$ cat config.mk
export PLATFORM = sky130hd
export DESIGN_NAME = parity_framer
export DESIGN_NICKNAME = d
export VERILOG_FILES = /design/src/rtl/parity_framer.sv
export SDC_FILE = /design/constraint.sdc
export NUM_CORES = 1
export LEC_CHECK = 0
export ABC_AREA = 1
export BUFFER_PORTS_ARGS = -buffer_cell sky130_fd_sc_hd__buf_2
export CORE_MARGIN = 2
export CORE_UTILIZATION = 45
export DETAILED_ROUTE_END_ITERATION = 7
export PLACE_DENSITY = 0.65
export SLEW_MARGIN = 20
export SYNTH_ARGS = -nofsm -noshare
export SYNTH_HDL_FRONTEND = slang
export SYNTH_SLANG_ARGS = --single-unit
export TNS_END_PERCENT = 10
$ cat constraint.sdc
create_clock -name clk -period 2.05 [get_ports clk]
set_clock_uncertainty 0.15 [all_clocks]
set_input_delay 0.3075 -clock clk [delete_from_list [all_inputs] [get_ports clk]]
set_output_delay 0.3075 -clock clk [all_outputs]
set_load 0.01 [all_outputs]
$ cat src/rtl/parity_framer.sv
// Serial even/odd parity framer: collects DATA_W bits over valid/ready, appends
// a parity MSB, and presents the frame in parallel and as a back-pressured stream.
module parity_framer #(
  parameter int DATA_W = 15,
  parameter bit ODD    = 1'b0
) (
  input  logic              clk,
  input  logic              rst_n,
  input  logic              in_valid,
  input  logic              in_bit,
  output logic              in_ready,
  output logic [DATA_W:0]   frame_out,
  output logic              frame_valid,
  output logic              out_valid,
  output logic              out_bit,
  output logic              out_last,
  input  logic              out_ready
);

  localparam int CNT_W = $clog2(DATA_W + 1);

  typedef enum logic {
    COLLECT = 1'b0,
    EMIT    = 1'b1
  } state_t;

  state_t             state;
  state_t             state_next;
  logic [CNT_W-1:0]   cnt;
  logic [CNT_W-1:0]   idx;
  logic [DATA_W-1:0]  data;
  logic [DATA_W-1:0]  data_next;
  logic               par;
  logic               accept;
  logic               xfer;
  logic               last_accept;
  logic               last_xfer;

  // Handshake and serial outputs decode registered state only, so there is no
  // combinational path from the input side to the output side or back.
  assign in_ready    = (state == COLLECT);
  assign out_valid   = (state == EMIT);
  assign out_last    = out_valid && (idx == CNT_W'(DATA_W));
  assign out_bit     = out_valid & frame_out[idx];

  assign accept      = in_valid & in_ready;
  assign xfer        = out_valid & out_ready;
  assign last_accept = accept && (cnt == CNT_W'(DATA_W - 1));
  assign last_xfer   = xfer && (idx == CNT_W'(DATA_W));

  // NOTE: every signal written in always_comb gets a default first; a path
  // that leaves one unassigned would infer a latch.
  always_comb begin
    data_next = data;
    for (int i = 0; i < DATA_W; i++) begin
      if (accept && (cnt == CNT_W'(i))) begin
        data_next[i] = in_bit;
      end
    end
  end

  always_comb begin
    state_next = state;
    unique case (state)
      COLLECT: if (last_accept) state_next = EMIT;
      EMIT:    if (last_xfer)   state_next = COLLECT;
      default: state_next = COLLECT;
    endcase
  end

  // NOTE: sequential state uses non-blocking assignments so every register
  // samples pre-edge values regardless of statement order.
  always_ff @(posedge clk) begin
    if (!rst_n) begin
      state <= COLLECT;
    end else begin
      state <= state_next;
    end
  end

  // NOTE: the data holding register is not reset; every bit is rewritten
  // before the frame that uses it is loaded, so a reset would only cost logic.
  always_ff @(posedge clk) begin
    data <= data_next;
  end

  always_ff @(posedge clk) begin
    if (!rst_n) begin
      cnt         <= '0;
      idx         <= '0;
      par         <= 1'b0;
      frame_out   <= '0;
      frame_valid <= 1'b0;
    end else begin
      frame_valid <= 1'b0;
      if (accept) begin
        if (last_accept) begin
          // The last bit is folded in here; ODD only inverts the final result.
          frame_out   <= {par ^ in_bit ^ ODD, data_next};
          frame_valid <= 1'b1;
          cnt         <= '0;
          par         <= 1'b0;
        end else begin
          cnt <= cnt + CNT_W'(1);
          par <= par ^ in_bit;
        end
      end
      if (xfer) begin
        idx <= last_xfer ? '0 : idx + CNT_W'(1);
      end
    end
  end

endmodule

# ---- Word-level counts from Yosys, hierarchy flattened
# Index checks and enable logic that the tools add are counted.
dict set report totals {
  inputBits 5
  register_bits 42
}
dict set report op_classes {
  n_bitwise 5
  magnitude_cmp 1
  mux 23
  add_sub_neg 2
  eq_ne 15
  n_reduce_logical 20
}
# cell count
set op_table {}
lappend op_table {{$eq A4 B4 Y1 const B} 8}
lappend op_table {{$mux W1} 19}
lappend op_table {{$logic_and A1 B1 Y1} 17}
lappend op_table {{$eq A4 B3 Y1 const B} 4}
lappend op_table {{$add A4 B1 Y4 const B} 2}
lappend op_table {{$eq A4 B2 Y1 const B} 2}
lappend op_table {{$mux W4} 2}
lappend op_table {{$lt A4 B5 Y1 const B} 1}
lappend op_table {{$bmux W1 S4} 1}
lappend op_table {{$eq A4 B1 Y1 const B} 1}
lappend op_table {{$logic_not A4 Y1} 1}
lappend op_table {{$reduce_and A2 Y1} 2}
lappend op_table {{$and A1 B1 Y1} 3}
lappend op_table {{$pmux W1 S2} 1}
lappend op_table {{$not A1 Y1} 1}
lappend op_table {{$xor A1 B1 Y1} 1}

# ---- Logic depth before layout (Yosys ltp)
# Gate-level depths: netlist (run 1).
dict set report logic_depth {
  ltp_word 5
  mapped_depth 9
  mapped_depth_nobuf 9
}

# ---- Worst setup path before layout (run 1)
# OpenSTA, ideal clock, no wires.
dict set report synth_path {
  path_type {reg2out}
  startpoint {register idx[0]}
  endpoint {output port out_bit}
  arrival_ns 1.082
  setup_slack_ns 0.511
  t_required_ns 1.592
  path_stages_with_launch 10
  cell_sequence {dfxtp_1 buf_2 inv_2 nand2_1 nand3_1 nand2_1 nand2_1 nand2_1 inv_1 a21oi_1}
}
dict set report synth_via {
  elab_chain_len 3
}
# element line_no
set synth_rtl {}
lappend synth_rtl {{start: declaration} 30} ;# logic [CNT_W-1:0] idx;
lappend synth_rtl {{start signal: assignment} 109} ;# idx <= last_xfer ? '0 : idx + CNT_W'(1);
lappend synth_rtl {{$bmux W1 S4} 44} ;# assign out_bit = out_valid & frame_out[idx];
lappend synth_rtl {{$mux W1 (implied by the code)} 44}
lappend synth_rtl {{$and A1 B1 Y1} 44}
lappend synth_rtl {{end: declaration} 15} ;# output logic out_bit,
# Every way passes these cells. The select of a mux whose other input is x is not followed.

# ---- Worst setup path after layout (run 1)
# Same ends and word-level chain as after synthesis.

==> results.py, run 1 <==
metrics = {
    "setup_path": {
        "path_class": "flop to output pin",
        "r2r_slack_ns": 0.28,
        "end_kind": "output pin",
        "start_kind": "flop",
        "arrival_ns": 1.49,
        "r2r_end": "frame_out[1]",
        "worstRegToRegCells": 7,
        "worstPathRequired_ns": 1.59,
        "cp_max_fo": 6,
        "timing.rr.start": "cnt[0]",
    },
    "cells_and_area": {
        "stdcell_area_sq_um": 2180,
        "area_growth_pct": 17.7,
        "fillerInstances": 406,
        "post-route-util": 0.549,
        "seq_area_sq_um": 822,
        "diodes": 0,
        "drive_above_1_share": 0.215,
        "multi_input_area_sq_um": 833,
        "final_nets": 283,
        "final_cells": 324,
    },
    "timing": {
        "fmax_ghz": 0.513,
        "min_period_ns": 1.95,
        "rsz0062_at_grt": "false",
        "finalCritPeriodShare": 0.951,
        "drv_slew": 0,
        "setup_viol": 0,
        "hold_viol": 0,
        "worst_slew_pin_slew_ns": 0.462,
        "finalSetupTns_ns": 0,
        "relSlewSlack": 0.691,
    },
    "yosys": {
        "synth.area.top_cells": "dfxtp_1, nand2_1, inv_1, o22ai_2, nand3_1",
        "synth.most_common_cell": "nand2_1",
        "syn_avg_cell_area_sq_um": 7.65,
        "yosys_warnings": 0,
        "synth_fp_nets": 252,
        "syn_area_sq_um": 1850,
        "yosys.area.top_type": "dfxtp_1",
        "synth-seq-cells": 41,
        "synth.distinct_cells": 27,
        "syn_inst": 242,
        "synth_flop_cell": "dfxtp_1",
        "synth_common_cells": "nand2_1, dfxtp_1, inv_1",
        "synth_top_area_share": 0.444,
        "synthArstFlopShare": 0,
        "ys_seq_area_frac": 0.444,
        "synth_edf_count": 0,
    },
    "pwr": {
        "power_frac_clock": 0.414,
        "max-vdd-ir-drop_uv": 367,
        "swShare": 0.225,
        "comb_power_share": 0.067,
        "leakage_nw": 1.00,
        "power.internal_mw": 1.27,
        "p_sw_mw": 0.369,
        "pwr-share-seq": 0.519,
        "power_mw": 1.64,
        "p_per_area_nw_per_um2": 752,
    },
    "clocking": {
        "clock-sinks": 41,
        "cts_max_path_buffers": 2,
        "cts_buffers": 5,
        "cts_max_level": 2,
        "hold_buffers": 0,
        "cts_tree": "done",
        "clk_pin_slew_ns": 0.08,
        "clk_latency_ns": 0.30,
        "clockRootBuffer": "clkbuf_8",
    },
    "placement": {
        "dp_hpwl_mm": 3.04,
        "port_buffers": 25,
        "gp_congestion": 0.879,
        "postPlaceCellArea_sq_um": 2020,
        "numPlacedInstances": 314,
    },
    "global_routing": {
        "grt_pass1_wl_mm": 6.43,
        "grt_pass1_vias": 1378,
        "gr-total-overflow": 0,
        "grt_max_degree": 18,
        "antenna_found_initial": 0,
        "grt_util_all_layers": 0.194,
    },
    "outcome": {
        "status": "complete, no violations",
    },
    "route": {
        "first_pass_iters": 4,
        "post_drt_wl_per_cell_um": 12.5,
        "routed_wl_mm": 4.05,
        "ant_nets": 0,
        "via_per_inst": 4.80,
        "dr_total_vias": 1555,
        "drc": 0,
        "drt_iter0_markers": 79,
    },
    "floorplanning": {
        "pin_count": 26,
        "floorplan.initialDensity": 0.466,
        "die_h_um": 68.1,
        "chipWidth_um": 68.1,
        "rows": 23,
        "fp.dieArea_sq_um": 4640,
        "fp.coreArea_sq_um": 3970,
    },
    "hold_path": {
        "hold_end": "idx[2]",
        "hold_class": "input pin to flop",
        "hp-start": "rst_n",
        "hold_depth": 3,
    },
    "job": {
        "maxCapViolations": 0,
    },
}
## power groups by stage
| stage | Clock (mW) | Combinational [mW] | Sequential (mW) |
|---|---|---|---|
| 2_1_floorplan | 0 | 0.0867 | 0.866 |
| 3_3_place_gp | 0 | 0.107 | 0.869 |
| 3_5_place_dp | 0 | 0.109 | 0.870 |
| 4_1_cts | 0.691 | 0.110 | 0.851 |
| 5_1_grt | 0.718 | 0.120 | 0.855 |
| 6_report | 0.679 | 0.109 | 0.851 |
## kinds of logic after synthesis
kind of cell / after synthesis / synth area share
flip-flops: 41 / 0.444
adder cells (fa/ha/maj): 5 / 0.0338
AND/OR/NAND/NOR: 104 / 0.252
buffers and inverters: 49 / 0.111
AO/OA/AOI/OAI: 41 / 0.151
XOR/XNOR: 2 / 0.00947
## layer usage
| layer | track usage | share of wire |
|---|---|---|
| met2 | 0.301 | 0.44 |
| met3 | 0.0444 | 0.042 |
| met5 | 0 | 0 |
| met1 | 0.252 | 0.50 |
| met4 | 0.0975 | 0.019 |
## what timing repair did
item	4_1_cts	5_1_grt
setup endpoints to repair	0	1
resized for setup	0	5
setup buffers	0	2
hold endpoints to repair	0	0
## registers in the layout, indices dropped and copies added, names as in the netlist
signal	count
frame_out	16
idx	4
data	14
out_valid	1
frame_valid	1
cnt	4
par	1
## worst max-delay path: stages (launching register included)
cell	delay, ns
dfxtp_2	0.32
buf_6	0.13
buf_12	0.12
nand2_1	0.07
nand3_2	0.08
nand2_1	0.07
nand2_1	0.04
nand2_1	0.06
inv_1	0.04
a21oi_2	0.11
buf_2	0.14
## how the worst max path moves through the flow
stage                 from            to  slack (ns)  depth (start not counted)
floorplan           idx[0]       out_bit        0.51                          9
global placement    idx[0]       out_bit        0.38                         10
detailed placement  cnt[0]  frame_out[1]        0.32                          7
finish              idx[0]       out_bit        0.10                         10
global route        idx[0]       out_bit       0.007                         10
CTS                 idx[0]       out_bit        0.04                         10
## through the flow
stage	setup slack [ns]	hold WS, ns
after floorplan	0.511	0.281
after global placement	0.381	0.301
after detailed placement	0.315	0.305
after CTS	0.0366	0.131
after global routing	0.00736	0.143
final	0.101	0.142
## area by class of cell
| type | instances | share of cell area |
|---|---|---|
| clock buffers | 7 | 0.0396 |
| clock inverters | 1 | 0.0138 |
| inverters | 45 | 0.0827 |
| multi-input cells | 152 | 0.383 |
| flip-flops and latches | 41 | 0.377 |
| well taps | 50 | 0.0287 |
| repair buffers | 28 | 0.0752 |
## cell usage in the layout (no fill, tap or decap)
| master | netlist | layout |
|---|---|---|
| clkbuf_1 | 1 | 1 |
| nand3_1 | 20 | 19 |
| buf_6 | 1 | 1 |
| o21ai_1 | 4 | 4 |
| dfxtp_2 | 0 | 1 |
| a21oi_2 | 0 | 1 |
| inv_4 | 1 | 2 |
| o31ai_1 | 1 | 1 |
| nor2_4 | 3 | 3 |
| inv_6 | 1 | 1 |
| o22ai_2 | 9 | 9 |
| nor2_1 | 17 | 17 |
| ha_1 | 5 | 5 |
| a31oi_1 | 2 | 2 |
| buf_4 | 1 | 1 |
| nor2_8 | 1 | 1 |
| bufinv_16 | 0 | 1 |
| inv_1 | 39 | 39 |
| a21oi_1 | 6 | 5 |
| nand2_1 | 57 | 57 |
| nor3_1 | 3 | 3 |
| nor4_1 | 1 | 1 |
| clkbuf_8 | 0 | 6 |
| dfxtp_1 | 41 | 40 |
| xor2_1 | 2 | 2 |
| inv_2 | 3 | 2 |
| buf_12 | 0 | 1 |
| nand3_2 | 0 | 1 |
| o22ai_1 | 1 | 1 |
| o21ai_0 | 18 | 18 |
| nand2_2 | 2 | 2 |
| buf_2 | 1 | 25 |
| clkinv_2 | 1 | 1 |
Note: power is estimated with default switching activity, not from simulation.
==> run 2: changes to the inputs <==
- ABC_AREA: 1 -> default
==> run 2 against run 1 <==
The run now ends with setup timing left. Count of clock-buffer cells in the layout did not move. Die area rose by 3.9%. Sequential cell count did not move. Critical path depth fell by 5. Cell count fell by 17%. Sequential share of layout area rose by 0.83 points. Hold slack improved by 0.027 ns. Cell area fell by 1.3%. Critical path type unchanged. Largest power group unchanged.
==> results.py, run 2 <==
metrics = {
    "outcome": {
        "status": "finished, violations left",
        "violations": "setup timing",
    },
    "pwr": {
        "power_frac_clock": 0.384,
        "p_per_area_nw_per_um2": 700,
        "power.internal_mw": 1.17,
        "comb_power_share": 0.060,
        "swShare": 0.221,
        "p_sw_mw": 0.332,
        "max-vdd-ir-drop_uv": 351,
        "leakage_nw": 0.907,
        "pwr-share-seq": 0.556,
    },
    "route": {
        "routed_wl_mm": 3.94,
        "ant_nets": 0,
        "post_drt_wl_per_cell_um": 14.6,
        "first_pass_iters": 4,
        "dr_total_vias": 1427,
        "via_per_inst": 5.30,
        "drc": 0,
        "drt_iter0_markers": 71,
    },
    "setup_path": {
        "cp_max_fo": 4,
        "critPathSlowestCell": "dfxtp_4",
        "worstRegToRegCells": 6,
        "arrival_ns": 1.60,
        "cp_cell_sequence": "mux4_2 > o22ai_1 > or3_1 > a21oi_1 > buf_2",
        "end_kind": "output pin",
        "path_class": "flop to output pin",
        "cp_slowest_stage_delay_ns": 0.36,
        "start_kind": "flop",
        "r2r_slack_ns": 0.21,
        "timing.rr.start": "cnt[0]",
        "crit_path_start": "idx[0]",
        "worstPathRequired_ns": 1.59,
        "r2r_end": "par",
        "crit_end": "out_bit",
    },
    "yosys": {
        "ys_seq_area_frac": 0.426,
        "syn_avg_cell_area_sq_um": 9.78,
        "synth_fp_nets": 207,
        "synth_top_area_share": 0.426,
        "synth.most_common_cell": "dfxtp_1",
        "synth_flop_cell": "dfxtp_1",
        "synth-seq-cells": 41,
        "syn_inst": 197,
        "synth.distinct_cells": 41,
        "synth_edf_count": 0,
        "yosys.area.top_type": "dfxtp_1",
        "synth_common_cells": "dfxtp_1, nand2_1, nor2_1",
        "yosys_warnings": 0,
        "synthArstFlopShare": 0,
        "synth.area.top_cells": "dfxtp_1, mux2_2, o21ba_1, nand2_1, ha_1",
        "syn_area_sq_um": 1930,
    },
    "floorplanning": {
        "chipWidth_um": 69.4,
        "die_h_um": 69.4,
        "floorplan.initialDensity": 0.475,
        "fp.coreArea_sq_um": 4060,
        "fp.dieArea_sq_um": 4820,
        "pin_count": 26,
        "rows": 23,
    },
    "global_routing": {
        "grt_util_all_layers": 0.174,
        "antenna_found_initial": 0,
        "met1_usage": 0.243,
        "grt_busiest_layer": "met2",
        "grt_pass1_wl_mm": 6.67,
        "gr-total-overflow": 0,
        "grt_max_degree": 28,
        "met3_usage": 0.0436,
        "use_met2": 0.257,
        "grt_pass1_vias": 1365,
    },
    "clocking": {
        "clockRootBuffer": "clkbuf_8",
        "clock-sinks": 41,
        "cts_max_path_buffers": 2,
        "hold_buffers": 0,
        "cts_buffers": 5,
        "clk_latency_ns": 0.29,
        "clk_pin_slew_ns": 0.08,
        "cts_max_level": 2,
        "cts_tree": "done",
    },
    "placement": {
        "gp_congestion": 0.832,
        "place_ws_ns": 0.216,
        "postPlaceCellArea_sq_um": 2030,
        "dp_hpwl_mm": 2.87,
        "port_buffers": 25,
    },
    "cells_and_area": {
        "stdcell_area_sq_um": 2150,
        "diodes": 0,
        "area_growth_pct": 11.6,
        "top_regs": "frame_out: 16 flops, data: 14 flops",
        "final_nets": 228,
        "drive_above_1_share": 0.269,
        "top_register": "frame_out",
        "post-route-util": 0.530,
        "layout_commonest_cell": "dfxtp_1",
        "layout_common_cells": "dfxtp_1, buf_2, nand2_1",
        "largest_reg_flops": 16,
    },
    "timing": {
        "relSlewSlack": 0.709,
        "rsz0062_at_grt": "true",
        "min_period_ns": 2.06,
        "drv_slew": 0,
        "finalCritPeriodShare": 1.01,
        "setup_viol": 1,
        "fin_ws_ns": -0.0109,
        "worst_slew_pin_slew_ns": 0.437,
        "hold_viol": 0,
        "fmax_ghz": 0.485,
    },
    "job": {
        "maxCapViolations": 0,
    },
    "hold_path": {
        "hold_class": "input pin to flop",
    },
}
run 2: layout make-up:
class | count | area (sq um)
Tap cell | 50 | 62.6
Multi-Input combinational cell | 135 | 976
Timing Repair Buffer | 29 | 159
Sequential cell | 41 | 830
Inverter | 6 | 22.5
Clock buffer | 7 | 96.3
Fill cell | 380 | 1910
Clock inverter | 1 | 5.00
run 2: timing repair:
item                       CTS  global route
setup endpoints to repair    1             1
resized for setup            6             0
pin swaps                    1             0
buffers inserted             1             0
run 2: per-stage QoR:
stage	power (mW)	instances	setup TNS, ns	hold slack, ns
2_1_floorplan	0.929	197	0	0.277
3_3_place_gp	0.947	260	0	0.295
3_5_place_dp	0.949	260	0	0.290
4_1_cts	1.52	269	-0.0280	0.159
5_1_grt	1.56	269	-0.0943	0.175
6_report	1.51	269	-0.0109	0.169
run 2: power groups by stage:
stage | Combinational [mW] | Sequential, mW | Clock (mW)
2_1_floorplan | 0.0747 | 0.854 | 0
3_3_place_gp | 0.0891 | 0.858 | 0
3_5_place_dp | 0.0911 | 0.858 | 0
4_1_cts | 0.0907 | 0.837 | 0.593
5_1_grt | 0.0989 | 0.840 | 0.622
6_report | 0.0906 | 0.837 | 0.579
run 2: metal layers:
layer | share of wire | vias up | wire (um)
met1 | 0.51 | 671 | 2020
met5 | 0 | - | 0
met3 | 0.038 | 7 | 149
li1 | - | 720 | -
met2 | 0.43 | 29 | 1700
met4 | 0.015 | 0 | 59
run 2: logic make-up (layout without fill, tap and decap cells):
logic type | count (synthesis) | in the layout | synth area share
buf+inv | 21 | 43 | 0.0675
mux | 19 | 19 | 0.127
compound gates | 41 | 41 | 0.153
flops | 41 | 41 | 0.426
xor+xnor | 4 | 4 | 0.0182
fa+ha+maj | 5 | 5 | 0.0325
simple gates | 66 | 66 | 0.175
run 2: how the worst min path moves through the flow:
stage,from,endpoint,slack [ns],cells past startpoint
after floorplan,data[2],frame_out[2],0.28,2
after CTS,out_ready,idx[1],0.16,3
after detailed placement,data[6],frame_out[6],0.29,2
after global placement,data[6],frame_out[6],0.30,2
after global routing,out_ready,idx[1],0.17,3
final,out_ready,idx[1],0.17,3
run 2: worst max-delay path: cells and delay by family (launching register included):
kind | cells | cell delay [ns]
buffers and inverters | 1 | 0.14
AND/OR/NAND/NOR | 1 | 0.30
multiplexers | 1 | 0.33
AO/OA/AOI/OAI | 2 | 0.19
flip-flops | 1 | 0.36
